File: src/rtl/mem_arbiter.sv
// Two-master (framebuffer / CPU) arbiter in front of ssram_ctrl with fb priority and a CPU starvation guard.
// Optional statistics counters are built when MEM_ARB_STATS_EN is defined.
module mem_arbiter #(
  parameter logic [1:0] ID_FB      = 2'd3,
  parameter int         MAX_FB_RUN = 8,
  parameter int         RUN_W      = 8
) (
  input  logic        clock,
  input  logic        reset,
  input  logic        fb_read,
  input  logic [29:0] fb_address,
  output logic        fb_waitrequest,
  input  logic [1:0]  cpu_id,
  input  logic [29:0] cpu_address,
  input  logic        cpu_read,
  input  logic        cpu_write,
  input  logic [31:0] cpu_writedata,
  input  logic [3:0]  cpu_writedatamask,
  output logic        cpu_waitrequest,
  output logic [1:0]  mem_id,
  output logic [29:0] mem_address,
  output logic        mem_read,
  output logic        mem_write,
  output logic [31:0] mem_writedata,
  output logic [3:0]  mem_writedatamask,
  input  logic        mem_waitrequest,
  output logic [31:0] stat_fb_grants,
  output logic [31:0] stat_cpu_grants,
  output logic [31:0] stat_cpu_stall
);

  typedef enum logic [1:0] {
    UNLOCKED = 2'd0,
    LOCK_FB  = 2'd1,
    LOCK_CPU = 2'd2
  } lock_t;

  localparam logic [RUN_W-1:0] RUN_MAX = RUN_W'(MAX_FB_RUN);

  lock_t            state;
  lock_t            state_next;
  logic [RUN_W-1:0] run;
  logic             fb_req;
  logic             cpu_req;
  logic             starve;
  logic             sel_fb;
  logic             sel_cpu;
  logic             fb_accept;
  logic             cpu_accept;

  assign fb_req     = fb_read;
  assign cpu_req    = cpu_read | cpu_write;
  assign starve     = (MAX_FB_RUN != 0) && (run == RUN_MAX);
  assign fb_accept  = sel_fb & fb_req & ~mem_waitrequest;
  assign cpu_accept = sel_cpu & cpu_req & ~mem_waitrequest;

  always_ff @(posedge clock or posedge reset) begin
    if (reset) begin
      state <= UNLOCKED;
    end else begin
      state <= state_next;
    end
  end

  // A master stalled by the memory keeps the port until its request is taken.
  always_comb begin
    sel_fb            = 1'b0;
    sel_cpu           = 1'b0;
    state_next        = UNLOCKED;
    mem_id            = cpu_id;
    mem_address       = cpu_address;
    mem_read          = 1'b0;
    mem_write         = 1'b0;
    mem_writedata     = cpu_writedata;
    mem_writedatamask = cpu_writedatamask;

    case (state)
      LOCK_FB:  sel_fb  = 1'b1;
      LOCK_CPU: sel_cpu = 1'b1;
      default: begin
        if (cpu_req && (!fb_req || starve)) begin
          sel_cpu = 1'b1;
        end else if (fb_req) begin
          sel_fb = 1'b1;
        end
      end
    endcase

    if (sel_fb && fb_req && mem_waitrequest) begin
      state_next = LOCK_FB;
    end else if (sel_cpu && cpu_req && mem_waitrequest) begin
      state_next = LOCK_CPU;
    end

    if (sel_fb) begin
      mem_id      = ID_FB;
      mem_address = fb_address;
      mem_read    = 1'b1;
    end else if (sel_cpu) begin
      mem_read  = cpu_read;
      mem_write = cpu_write;
    end
  end

  assign fb_waitrequest  = mem_waitrequest | ~sel_fb;
  assign cpu_waitrequest = mem_waitrequest | ~sel_cpu;

  // Counts fb wins only while the CPU is actually waiting; any CPU grant or idle CPU restarts it.
  always_ff @(posedge clock or posedge reset) begin
    if (reset) begin
      run <= '0;
    end else if (cpu_accept || !cpu_req) begin
      run <= '0;
    end else if (fb_accept && run != RUN_MAX) begin
      run <= run + RUN_W'(1);
    end
  end

`ifdef MEM_ARB_STATS_EN
  logic cpu_stalled;

  assign cpu_stalled = cpu_req & cpu_waitrequest;

  always_ff @(posedge clock or posedge reset) begin
    if (reset) begin
      stat_fb_grants  <= '0;
      stat_cpu_grants <= '0;
      stat_cpu_stall  <= '0;
    end else begin
      if (fb_accept && stat_fb_grants != 32'hFFFF_FFFF) begin
        stat_fb_grants <= stat_fb_grants + 32'd1;
      end
      if (cpu_accept && stat_cpu_grants != 32'hFFFF_FFFF) begin
        stat_cpu_grants <= stat_cpu_grants + 32'd1;
      end
      if (cpu_stalled && stat_cpu_stall != 32'hFFFF_FFFF) begin
        stat_cpu_stall <= stat_cpu_stall + 32'd1;
      end
    end
  end
`else
  assign stat_fb_grants  = 32'd0;
  assign stat_cpu_grants = 32'd0;
  assign stat_cpu_stall  = 32'd0;
`endif

endmodule

File: config.mk
export PLATFORM = sky130hd
export DESIGN_NAME = mem_arbiter
export DESIGN_NICKNAME = d
export VERILOG_FILES = /design/src/rtl/mem_arbiter.sv
export SDC_FILE = /design/constraint.sdc
export NUM_CORES = 1
export LEC_CHECK = 0
export ABC_AREA = 1
export CAP_MARGIN = 10
export CORE_AREA = 3 3 105 107
export DETAILED_ROUTE_END_ITERATION = 6
export DIE_AREA = 0 0 108 110
export PLACE_DENSITY = 0.7
export SETUP_SLACK_MARGIN = 0.05
export SLEW_MARGIN = 30
export SYNTH_ARGS = -nofsm -noshare
export SYNTH_HDL_FRONTEND = slang
export SYNTH_SLANG_ARGS = --single-unit
File: constraint.sdc
create_clock -name clock -period 3.3 [get_ports clock]
set_clock_uncertainty 0.2 [all_clocks]
set_input_delay 0.33 -clock clock [delete_from_list [all_inputs] [get_ports clock]]
set_output_delay 0.33 -clock clock [all_outputs]
set_load 0.02 [all_outputs]
# Word-level counts from Yosys, hierarchy flattened

Cells that the tools add are included.

Multiply operators: 0
$add $sub $neg: 1
Bitwise gates (word level): 10
Shifts and indexed selects: 0
Multiplexer cells: 15
Order comparisons: 0
Equal/unequal tests: 4
Reductions and logical operators: 11
Divide/modulo/power cells: 0

Operators by type and width:

| operator              | number |
|---|---|
| $mux W30              | 1 |
| $mux W8               | 2 |
| $add A8 B1 Y8 const B | 1 |
| $eq A8 B4 Y1 const B  | 1 |
| $ne A8 B4 Y1 const B  | 1 |
| $mux W1               | 7 |
| $logic_and A1 B1 Y1   | 6 |
| $mux W2               | 3 |
| $and A1 B1 Y1         | 4 |
| $pmux W1 S2           | 2 |
| $not A1 Y1            | 3 |
| $or A1 B1 Y1          | 3 |
| $eq A2 B1 Y1 const B  | 1 |
| $eq A2 B2 Y1 const B  | 1 |
| $logic_not A1 Y1      | 2 |
| $logic_or A1 B1 Y1    | 2 |
| $reduce_bool A2 Y1    | 1 |

Memories: 0
Word-level logic and storage cells: 43
Output and inout bits: 168
ROM bits: 0
Bits in registers: 10
Bits in latches: 0
Bits in writable memories: 0

# Logic depth before layout (Yosys ltp)

Gate-level depths: netlist of run 1.

Word-level depth: 10
Gate-level depth with buffers: 12
Mapped depth without buffers: 12

# Least setup slack after synthesis of run 1

No wires, ideal clock.

Kind: reg2out
Start: register run[0]
End: output port mem_write
Path buffers: 1
Setup slack: 1.135 ns
Data arrival time: 1.635 ns
Cell stages (with the launch flop): 12
Path through: dfrtp_1 inv_1 ha_1 nand2_1 nor2_1 nand2_1 o21ai_1 nand2_1 nand2_2 inv_2 buf_2 nor2_1

Word-level cells in the longest chain between the ends: 7
Elaborated cells on any way between the ends: 9

Ends and longest elaborated chain:

| what                     | RTL line | text |
|---|---|---|
| start: declaration       | 42       | `logic [RUN_W-1:0] run;` |
| start signal: assignment | 115      | `run <= run + RUN_W'(1);` |
| $eq A8 B4 Y1 *           | 53       | `assign starve = (MAX_FB_RUN != 0) && (run == RUN_MAX);` |
| $logic_or A1 B1 Y1 *     | 81       | `if (cpu_req && (!fb_req \|\| starve)) begin` |
| $logic_and A1 B1 Y1 *    | 81       |  |
| $mux W1                  | 81       |  |
| $pmux W1 S2              | 77       | `case (state)` |
| $mux W1                  | 99       | `end else if (sel_cpu) begin` |
| $mux W1 *                | 95       | `if (sel_fb) begin` |
| end: declaration         | 23       | `output logic mem_write,` |

Mark *: on every way between the ends. The rest lies on a longest branch, timed or not.

# Final worst setup path of run 1

Start: register run[0]
End: output port mem_address[6]

Word-level cells in the longest chain between the ends: 6

Ends and longest elaborated chain:

| what                | RTL line | text |
|---|---|---|
| $eq A8 B4 Y1        | 53       |  |
| $logic_or A1 B1 Y1  | 81       |  |
| $logic_and A1 B1 Y1 | 81       |  |
| $mux W1             | 81       |  |
| $pmux W1 S2         | 77       |  |
| $mux W30            | 95       |  |
| end: declaration    | 21       | `output logic [29:0] mem_address,` |

Every way passes these cells.

==> results.toml, run 1 <==
[timing]
layout_worst_path_cycle_share_pct = 91.98
finish_stage_setup_viols = 0
finalHoldViolCount = 0
final.hold.worst_slack_ns = 0.1789
fin_setup_tns_ns = 0
finalWorstPathRequiredPeriod_ns = 3.035
rsz0062_at_grt = "no"
max_slew_violation_count = 0
achievable-frequency_mhz = 329.5

[cts]
tritoncts_buffers = 3
clock-root-buffer = "sky130_fd_sc_hd__clkbuf_8"
htreeDepth = 1
skew_pair_late_insertion_delay_ns = 0.24
clk_transition_reported_paths_ns = 0.05
post_cts.repair.setup_buffers = 0
max-clock-path-buffers = 2
cts.sinks = 10
tritoncts = "built"
holdBufCountCts = 0

[yosys]
synth.distinct_cells = 21
postSynthCellCount = 334
netlist_top_cells_count = "sky130_fd_sc_hd__buf_4, sky130_fd_sc_hd__nand2_1, sky130_fd_sc_hd__nand3_1"
post_synth_main_area_contributors = "sky130_fd_sc_hd__buf_4, sky130_fd_sc_hd__nand2_1, sky130_fd_sc_hd__dfrtp_1"
ys_warn_count = 0
ys_seq_area_share_pct = 11.81
postSynth.asyncResetShare_pct = 100.0
synth-seq-cells = 10
netlist.area_leader.share_pct = 47.11
synth_top_area_cell = "sky130_fd_sc_hd__buf_4"
syn_area_per_cell_um2 = 6.346
dominantRegCellSynth = "sky130_fd_sc_hd__dfrtp_1"
synth_enable_flop_cells = 0
area_of_the_mapped_netlist_um2 = 2120
synth_most_common_cell = "sky130_fd_sc_hd__buf_4"

[floorplan]
core.rowCount = 37
die-width_um = 108
fp.dieArea_um2 = 11880
coreArea_um2 = 10230
initial_core_utilization_pct = 20.72
top_level_ports = 272
die_height_um = 110

[critical_path]
reg2regPathDepth = 13
crit_path_end_kind = "primary output"
start_kind = "register"
reg2reg_from = "run[0]"
worst_setup_path_endpoint = "mem_address[6]"
critPathMaxFanout = 31
worstReg2RegEnd = "state[1]"
crit_cells = 12
timing.critical_path.buf_inv = 3
critical_path.cell_chain = "inv_1, ha_1, nand2_1, nor2_1, nand2_1, o21ai_1, nand2_1, nand2_2, buf_12, nand2_1, nand2_1, clkdlybuf4s50_1"
crit_required_ns = 2.77
cpPeakStageDelay_ns = 0.60
crit_path_top_delay_cell = "sky130_fd_sc_hd__clkdlybuf4s50_1"
cp_delay_by_family_top = "buffers and inverters"
timing.critical_path.from = "run[0]"
crit_top_cell = "sky130_fd_sc_hd__nand2_1"
worst-r2r-setup-slack_ns = 1.25
arrival_ns = 2.51
timing_worst_setup_path_type = "reg2out"

[final_layout]
area_growth_syn_to_layout_pct = 28.98
layout_cells_sized_above_1_pct = 5.500
finish.utilization_pct = 26.72
nFillCells = 1140
layout.nets = 510
antenna_cells = 0
post_layout_nonfiller_instances = 536

[drt]
drc_marker_count_from_the_first_detailed_route_iteration = 59
ant_nets = 0
per_cell_via_count_in_the_routed_design = 3.431
drt-wirelength-per-cell_um = 10.62
drc = 0
num_vias = 1839
detailed_route_wl_um = 5693
dr.pass1.iters = 4

[place]
dp_hpwl_um = 4900
gp_routability_congestion = 0.7810
portBuffers = 103
numPlacedInstances = 533

[power]
powerDensity_nw_per_um2 = 352.1
fin_total_pwr_uw = 962.5
worst_ir_drop_vdd_uv = 232.3
leakagePower_uw = 0.001460

[grt]
grt_pass1_wl_um = 7265
track_usage_pct = 7.708
grt_pass1_vias = 1489
grt_start_max_net_pins = 32
grt_antenna_before_repair = 0
global_route.overflow_total = 0

[status]
run_status = "completed"

[flow_run]
max_cap_violations = 0

[hold_path]
hp-class = "in2async"
[layout make-up]
class                           instances  area [um^2]  share of cell area [%]
Clock buffer                            3        41.29                   1.510
Inverter                               17        66.31                   2.426
Multi-Input combinational cell        262         1122                   41.05
Sequential cell                        10        250.2                   9.153
Tap cell                              136        170.2                   6.224
Timing Repair Buffer                  108         1084                   39.63
[through the flow]
| step | worst slack [ns] | area (um^2) |
|---|---|---|
| after CTS | 0.1196 | 2716 |
| after global routing | 0.05713 | 2734 |
| after global placement | 0.3609 | 2675 |
| final | 0.2647 | 2734 |
| after detailed placement | 0.3595 | 2675 |
| after floorplan | 1.135 | 2476 |
[power breakdown]
part	internal (uW)	leakage, uW	total [uW]	switching (uW)
combinational	294	0.00130	701	407
clock	80.0	0.0000216	129	48.8
sequential	128	0.000138	133	4.61
[placed cells by master, fill, tap and decap left out, types with 2 or more instances in the layout]
master | netlist | routed
sky130_fd_sc_hd__buf_4 | 133 | 4
sky130_fd_sc_hd__clkbuf_8 | 0 | 3
sky130_fd_sc_hd__clkdlybuf4s50_1 | 0 | 102
sky130_fd_sc_hd__conb_1 | 1 | 96
sky130_fd_sc_hd__dfrtp_1 | 10 | 10
sky130_fd_sc_hd__ha_1 | 4 | 4
sky130_fd_sc_hd__inv_1 | 15 | 15
sky130_fd_sc_hd__nand2_1 | 110 | 110
sky130_fd_sc_hd__nand2_2 | 3 | 3
sky130_fd_sc_hd__nand3_1 | 19 | 19
sky130_fd_sc_hd__nand3_2 | 3 | 3
sky130_fd_sc_hd__nand4_1 | 3 | 3
sky130_fd_sc_hd__nor2_1 | 10 | 10
sky130_fd_sc_hd__nor3_1 | 2 | 2
sky130_fd_sc_hd__or2_2 | 4 | 4
sky130_fd_sc_hd__xor2_1 | 4 | 4
[per-layer routing]
layer  GRT usage, %  up-vias  part of all wire (%)
li1               -      917                     -
met2          13.45      105                    51
met5              0        -                     0
met1          8.616      792                    35
met4          3.246        0                   2.4
met3          2.563       25                    11
[logic make-up after synthesis]
family | after synthesis | share of synthesized area [%]
other cells | 1 | 0.1769
compound gates | 2 | 0.6492
flops | 10 | 11.81
xor+xnor | 5 | 2.066
fa+ha+maj | 4 | 2.361
buf+inv | 157 | 52.07
simple gates | 155 | 30.87
[worst min path at each step]
stage | startpoint | endpoint | slack, ns
5_1_grt | reset | run[5] | 0.24
4_1_cts | reset | run[5] | 0.20
3_3_place_gp | run[7] | run[7] | 0.33
6_report | reset | run[5] | 0.18
3_5_place_dp | run[7] | run[7] | 0.33
2_1_floorplan | reset | run[0] | -0.03
[flip-flops by register name, indices dropped and copies added, names as in the netlist]
signal and flops:
run 8, state 2
[timing repair]
action                                 in CTS  in global routing
resized for setup                           0                  6
setup endpoints to repair                   0                 32
endpoints found under the hold margin       0                  0
No activity file was read; power rests on OpenSTA's default activity.
==> run 2: changes to the inputs <==
--- a/config.mk
+++ b/config.mk
@@ -5,12 +5,11 @@
 export SDC_FILE = /design/constraint.sdc
 export NUM_CORES = 1
 export LEC_CHECK = 0
-export ABC_AREA = 1
 export CAP_MARGIN = 10
-export CORE_AREA = 3 3 105 107
+export CORE_AREA = 3 3 104 106
 export DETAILED_ROUTE_END_ITERATION = 6
-export DIE_AREA = 0 0 108 110
-export PLACE_DENSITY = 0.7
+export DIE_AREA = 0 0 107 109
+export PLACE_DENSITY = 0.73
 export SETUP_SLACK_MARGIN = 0.05
 export SLEW_MARGIN = 30
 export SYNTH_ARGS = -nofsm -noshare
==> results.toml, run 2 <==
[power]
powerDensity_nw_per_um2 = 283.9
worst_ir_drop_vdd_uv = 290.9
power.combinational.fraction_pct = 68.2
leakagePower_uw = 0.001309
clock_power_share_pct = 15.3
cellInternalPower_uw = 471.9
switching_power_share_of_the_total_pct = 41.35
power_switching_uw = 332.7
seq_power_share_pct = 16.6

[status]
run_status = "completed"

[cts]
htreeDepth = 1
holdBufCountCts = 0
clock-root-buffer = "sky130_fd_sc_hd__clkbuf_8"
clk_transition_reported_paths_ns = 0.05
cts.sinks = 10
tritoncts = "built"
tritoncts_buffers = 3
skew_pair_late_insertion_delay_ns = 0.23
max-clock-path-buffers = 2

[yosys]
post_synth_main_area_contributors = "sky130_fd_sc_hd__buf_4, sky130_fd_sc_hd__mux2_4, sky130_fd_sc_hd__dfrtp_1"
syn_area_per_cell_um2 = 9.201
synth_top_area_cell = "sky130_fd_sc_hd__buf_4"
ys_seq_area_share_pct = 11.06
netlist_top_cells_count = "sky130_fd_sc_hd__buf_4, sky130_fd_sc_hd__mux2_4, sky130_fd_sc_hd__dfrtp_1"
synth_most_common_cell = "sky130_fd_sc_hd__buf_4"
synth_enable_flop_cells = 0
postSynth.asyncResetShare_pct = 100.0
postSynthCellCount = 246
netlist.area_leader.share_pct = 44.11
area_of_the_mapped_netlist_um2 = 2263
synth.distinct_cells = 37
synth-seq-cells = 10
ys_warn_count = 0
dominantRegCellSynth = "sky130_fd_sc_hd__dfrtp_1"

[floorplan]
die_height_um = 109
coreArea_um2 = 9864
top_level_ports = 272
die-width_um = 107
fp.dieArea_um2 = 11660
core.rowCount = 36
initial_core_utilization_pct = 22.95

[drt]
detailed_route_wl_um = 5605
drt-wirelength-per-cell_um = 12.57
drc_marker_count_from_the_first_detailed_route_iteration = 79
per_cell_via_count_in_the_routed_design = 3.469
drc = 0
ant_nets = 0
dr.pass1.iters = 4
num_vias = 1547

[grt]
grt_pass1_vias = 1374
global_route.overflow_total = 0
grt_antenna_before_repair = 0
track_usage_pct = 7.536
grt_pass1_wl_um = 7017
grt_start_max_net_pins = 22

[critical_path]
crit_required_ns = 2.77
timing_worst_setup_path_type = "reg2out"
critPathMaxFanout = 10
start_kind = "register"
crit_path_end_kind = "primary output"
arrival_ns = 2.58

[final_layout]
post_layout_nonfiller_instances = 446
layout.nets = 423
largest_register_ffs = 8
top_register = "run"
area_growth_syn_to_layout_pct = 25.21
layout_cells_sized_above_1_pct = 15.65
layout_commonest_cell = "sky130_fd_sc_hd__clkdlybuf4s50_1"
antenna_cells = 0
layout_common_cells = "sky130_fd_sc_hd__clkdlybuf4s50_1, sky130_fd_sc_hd__conb_1, sky130_fd_sc_hd__mux2_4, sky130_fd_sc_hd__dfrtp_1, sky130_fd_sc_hd__nor2_1"
layout.area.seq_um2 = 250.2
nFillCells = 1028
multi_input_area_um2 = 1284
reg_top3 = "run: 8 flops, state: 2 flops"

[timing]
finalWorstPathRequiredPeriod_ns = 3.110
achievable-frequency_mhz = 321.5
layout_worst_path_cycle_share_pct = 94.24
finish_stage_setup_viols = 0
fin_setup_tns_ns = 0
max_slew_violation_count = 0
rsz0062_at_grt = "no"
finalHoldViolCount = 0

[place]
gp_routability_congestion = 0.7697
dp_hpwl_um = 4952
portBuffers = 103
numPlacedInstances = 443

[hold_path]
hp-class = "in2async"

[flow_run]
max_cap_violations = 0
-- run 2: critical path: stages (launching register included) --
cell and delay [ns]:
sky130_fd_sc_hd__dfrtp_1 0.36, sky130_fd_sc_hd__inv_1 0.05, sky130_fd_sc_hd__ha_2 0.41, sky130_fd_sc_hd__nand2_1 0.13, sky130_fd_sc_hd__a31oi_4 0.26, sky130_fd_sc_hd__nor2_8 0.07
sky130_fd_sc_hd__buf_4 0.20, sky130_fd_sc_hd__mux2_4 0.31, sky130_fd_sc_hd__clkdlybuf4s50_1 0.55
-- run 2: layer usage --
metal | routed length [um] | track usage [%] | vias to the layer above
met2 | 3130 | 14.66 | 113
li1 | - | - | 720
met1 | 1658 | 6.724 | 706
met5 | 0 | 0 | -
met3 | 769 | 4.500 | 8
met4 | 46 | 1.370 | 0
-- run 2: final cells by class --
class / count / share of cell area (%)
repair buffers: 106 / 37.62
clock buffers: 3 / 1.457
flip-flops and latches: 10 / 8.830
multi-input cells: 187 / 45.30
well taps: 133 / 5.872
inverters: 7 / 0.9272
-- run 2: cell families after synthesis --
| group | share of synthesized area, % |
|---|---|
| flops | 11.06 |
| simple gates | 10.45 |
| mux | 20.62 |
| buf+inv | 48.09 |
| fa+ha+maj | 2.211 |
| other cells | 0.1657 |
| compound gates | 5.473 |
| xor+xnor | 1.935 |
-- run 2: path summary, 6_finish.rpt --
kind                              endpoint     start  depth (start not counted)  slack, ns
setup / recovery           mem_address[22]  state[0]                          8       0.19
hold / removal                    state[1]     reset                          2       0.18
min in group clock                  run[7]    run[7]                          2       0.36
hold reg to reg                     run[7]    run[7]                          2       0.36
setup reg to reg                    run[7]  state[0]                          6       1.15
max in group asynchronous           run[4]     reset                          2       2.43
-- run 2: power groups by stage --
stage | sequential, uW | clock, uW | combinational (uW)
5_1_grt | 134 | 133 | 580
3_5_place_dp | 135 | 0 | 548
3_3_place_gp | 135 | 0 | 542
4_1_cts | 133 | 128 | 549
2_1_floorplan | 134 | 0 | 506
6_report | 133 | 123 | 549
-- run 2: what timing repair did --
| action | CTS | global route |
|---|---|---|
| setup buffers | 0 | 0 |
| setup endpoints to repair | 0 | 13 |
| resized for setup | 0 | 1 |
-- run 2: per-stage QoR --
stage	total power [uW]	utilization [%]	instance area, um^2	hold WS (ns)	setup WS, ns
2_1_floorplan	640.1	-	2620	-0.02982	1.102
5_1_grt	847.0	28.73	2834	0.2165	0.09702
6_report	804.6	28.73	2834	0.1806	0.1900
4_1_cts	810.2	28.70	2831	0.2023	0.08384
3_3_place_gp	676.9	28.29	2790	0.3449	0.2318
3_5_place_dp	683.2	28.29	2790	0.3686	0.1816
==> run 3: changes to the inputs <==
--- a/config.mk
+++ b/config.mk
@@ -6,11 +6,12 @@
 export NUM_CORES = 1
 export LEC_CHECK = 0
 export CAP_MARGIN = 10
-export CORE_AREA = 3 3 104 106
+export CORE_AREA = 2 2 106 108
 export DETAILED_ROUTE_END_ITERATION = 6
-export DIE_AREA = 0 0 107 109
-export PLACE_DENSITY = 0.73
+export DIE_AREA = 0 0 108 110
+export PLACE_DENSITY = 0.7
 export SETUP_SLACK_MARGIN = 0.05
+export SKIP_CTS_REPAIR_TIMING = 1
 export SLEW_MARGIN = 30
 export SYNTH_ARGS = -nofsm -noshare
 export SYNTH_HDL_FRONTEND = slang
==> results.toml, run 3 (same netlist as run 2, synthesis figures left out) <==
[final_layout]
largest_register_ffs = 8
layout.nets = 428
postLayoutCellArea_um2 = 2907
nFillCells = 1157
post_layout_nonfiller_instances = 458
antenna_cells = 0
area_growth_syn_to_layout_pct = 28.41
layout_cells_sized_above_1_pct = 16.67
layout_common_cells = "sky130_fd_sc_hd__clkdlybuf4s50_1, sky130_fd_sc_hd__conb_1, sky130_fd_sc_hd__mux2_4, sky130_fd_sc_hd__dfrtp_1, sky130_fd_sc_hd__nor2_1"
reg_top3 = "run: 8 flops, state: 2 flops"
layout_commonest_cell = "sky130_fd_sc_hd__clkdlybuf4s50_1"
top_register = "run"

[timing]
layout_worst_path_cycle_share_pct = 95.18
finish_stage_setup_viols = 0
achievable-frequency_mhz = 318.4
rsz0062_at_grt = "no"
finalWorstPathRequiredPeriod_ns = 3.141
finalHoldViolCount = 0
max_slew_violation_count = 0

[floorplan]
coreArea_um2 = 10700
die-width_um = 108
die_height_um = 110
core.rowCount = 38
initial_core_utilization_pct = 21.16
top_level_ports = 272
fp.dieArea_um2 = 11880

[grt]
grt_start_max_net_pins = 32
grt_antenna_before_repair = 0
grt_pass1_vias = 1353
track_usage_pct = 6.824
grt_pass1_wl_um = 6534
global_route.overflow_total = 0

[drt]
drc_marker_count_from_the_first_detailed_route_iteration = 37
ant_nets = 0
drc = 0
dr.pass1.iters = 4
drt-wirelength-per-cell_um = 11.71
per_cell_via_count_in_the_routed_design = 3.397
detailed_route_wl_um = 5363
num_vias = 1556

[cts]
tritoncts_buffers = 3
skew_pair_late_insertion_delay_ns = 0.23
clk_transition_reported_paths_ns = 0.04
tritoncts = "built"
max-clock-path-buffers = 2
cts.sinks = 10
clock-root-buffer = "sky130_fd_sc_hd__clkbuf_8"
htreeDepth = 1

[hold_path]
hp-class = "in2async"

[place]
gp_routability_congestion = 0.8815
portBuffers = 103
placement.cell_area_um2 = 2779
numPlacedInstances = 449
dp_hpwl_um = 4393

[power]
clock_power_share_pct = 14.7
seq_power_share_pct = 16.0
powerDensity_nw_per_um2 = 285.2
worst_ir_drop_vdd_uv = 202.4
power.combinational.fraction_pct = 69.3
switching_power_share_of_the_total_pct = 41.13
power_switching_uw = 340.9
leakagePower_uw = 0.001343
cellInternalPower_uw = 488.0

[critical_path]
crit_required_ns = 2.77
arrival_ns = 2.61
critical_path.cell_chain = "clkdlybuf4s50_1, or2_2, a31oi_4, nor2_4, buf_12, mux2_4, clkdlybuf4s50_1"
critPathMaxFanout = 8
start_kind = "input pin"
crit_path_top_delay_cell = "sky130_fd_sc_hd__clkdlybuf4s50_1"
crit_top_cell = "sky130_fd_sc_hd__clkdlybuf4s50_1"
timing_worst_setup_path_type = "in2out"
cp_delay_by_family_top = "buffers and inverters"
crit_path_end_kind = "primary output"
cpPeakStageDelay_ns = 0.54
timing.critical_path.buf_inv = 3

[status]
run_status = "completed"

[flow_run]
max_cap_violations = 0
## run 3: cell type report
class / instances / area, um^2 / share of cell area (%)
Clock buffer: 3 / 41.29 / 1.421
Inverter: 7 / 26.28 / 0.9040
Multi-Input combinational cell: 188 / 1292 / 44.47
Sequential cell: 10 / 250.2 / 8.610
Tap cell: 140 / 175.2 / 6.027
Timing Repair Buffer: 110 / 1121 / 38.57
## run 3: power by group through the flow
| stage | Sequential, uW | Clock (uW) | Combinational, uW |
|---|---|---|---|
| after floorplan | 134 | 0 | 506 |
| after global placement | 135 | 0 | 536 |
| final | 133 | 122 | 574 |
| after detailed placement | 135 | 0 | 542 |
| after global routing | 134 | 133 | 610 |
| after CTS | 133 | 126 | 543 |
## run 3: final timing paths
check,startpoint,to,slack (ns),cells after the start
setup / recovery,cpu_read,mem_address[19],0.16,7
hold / removal,reset,run[5],0.18,2
setup reg to reg,state[0],run[7],1.17,7
hold reg to reg,run[7],run[7],0.35,2
max in group asynchronous,reset,run[1],2.44,2
min in group clock,run[7],run[7],0.35,2
## run 3: metrics by stage
stage          util (%)  worst slack (ns)  setup TNS [ns]  hold slack [ns]  power (uW)
5_1_grt           27.17           0.08056               0           0.2368       876.4
6_report          27.17            0.1590               0           0.1830       829.0
2_1_floorplan         -             1.102               0         -0.02982       640.1
3_3_place_gp      25.98           0.05084               0           0.3407       670.7
3_5_place_dp      25.98          -0.01758        -0.01758           0.3459       677.0
4_1_cts           26.36           -0.1088          -1.379           0.1946       802.3
## run 3: layer usage
metal	vias up	part of all wire [%]	global-route usage, %
met4	0	1.7	2.289
met1	705	32	6.532
met5	-	0	0
met3	16	13	2.528
li1	725	-	-
met2	110	54	13.39
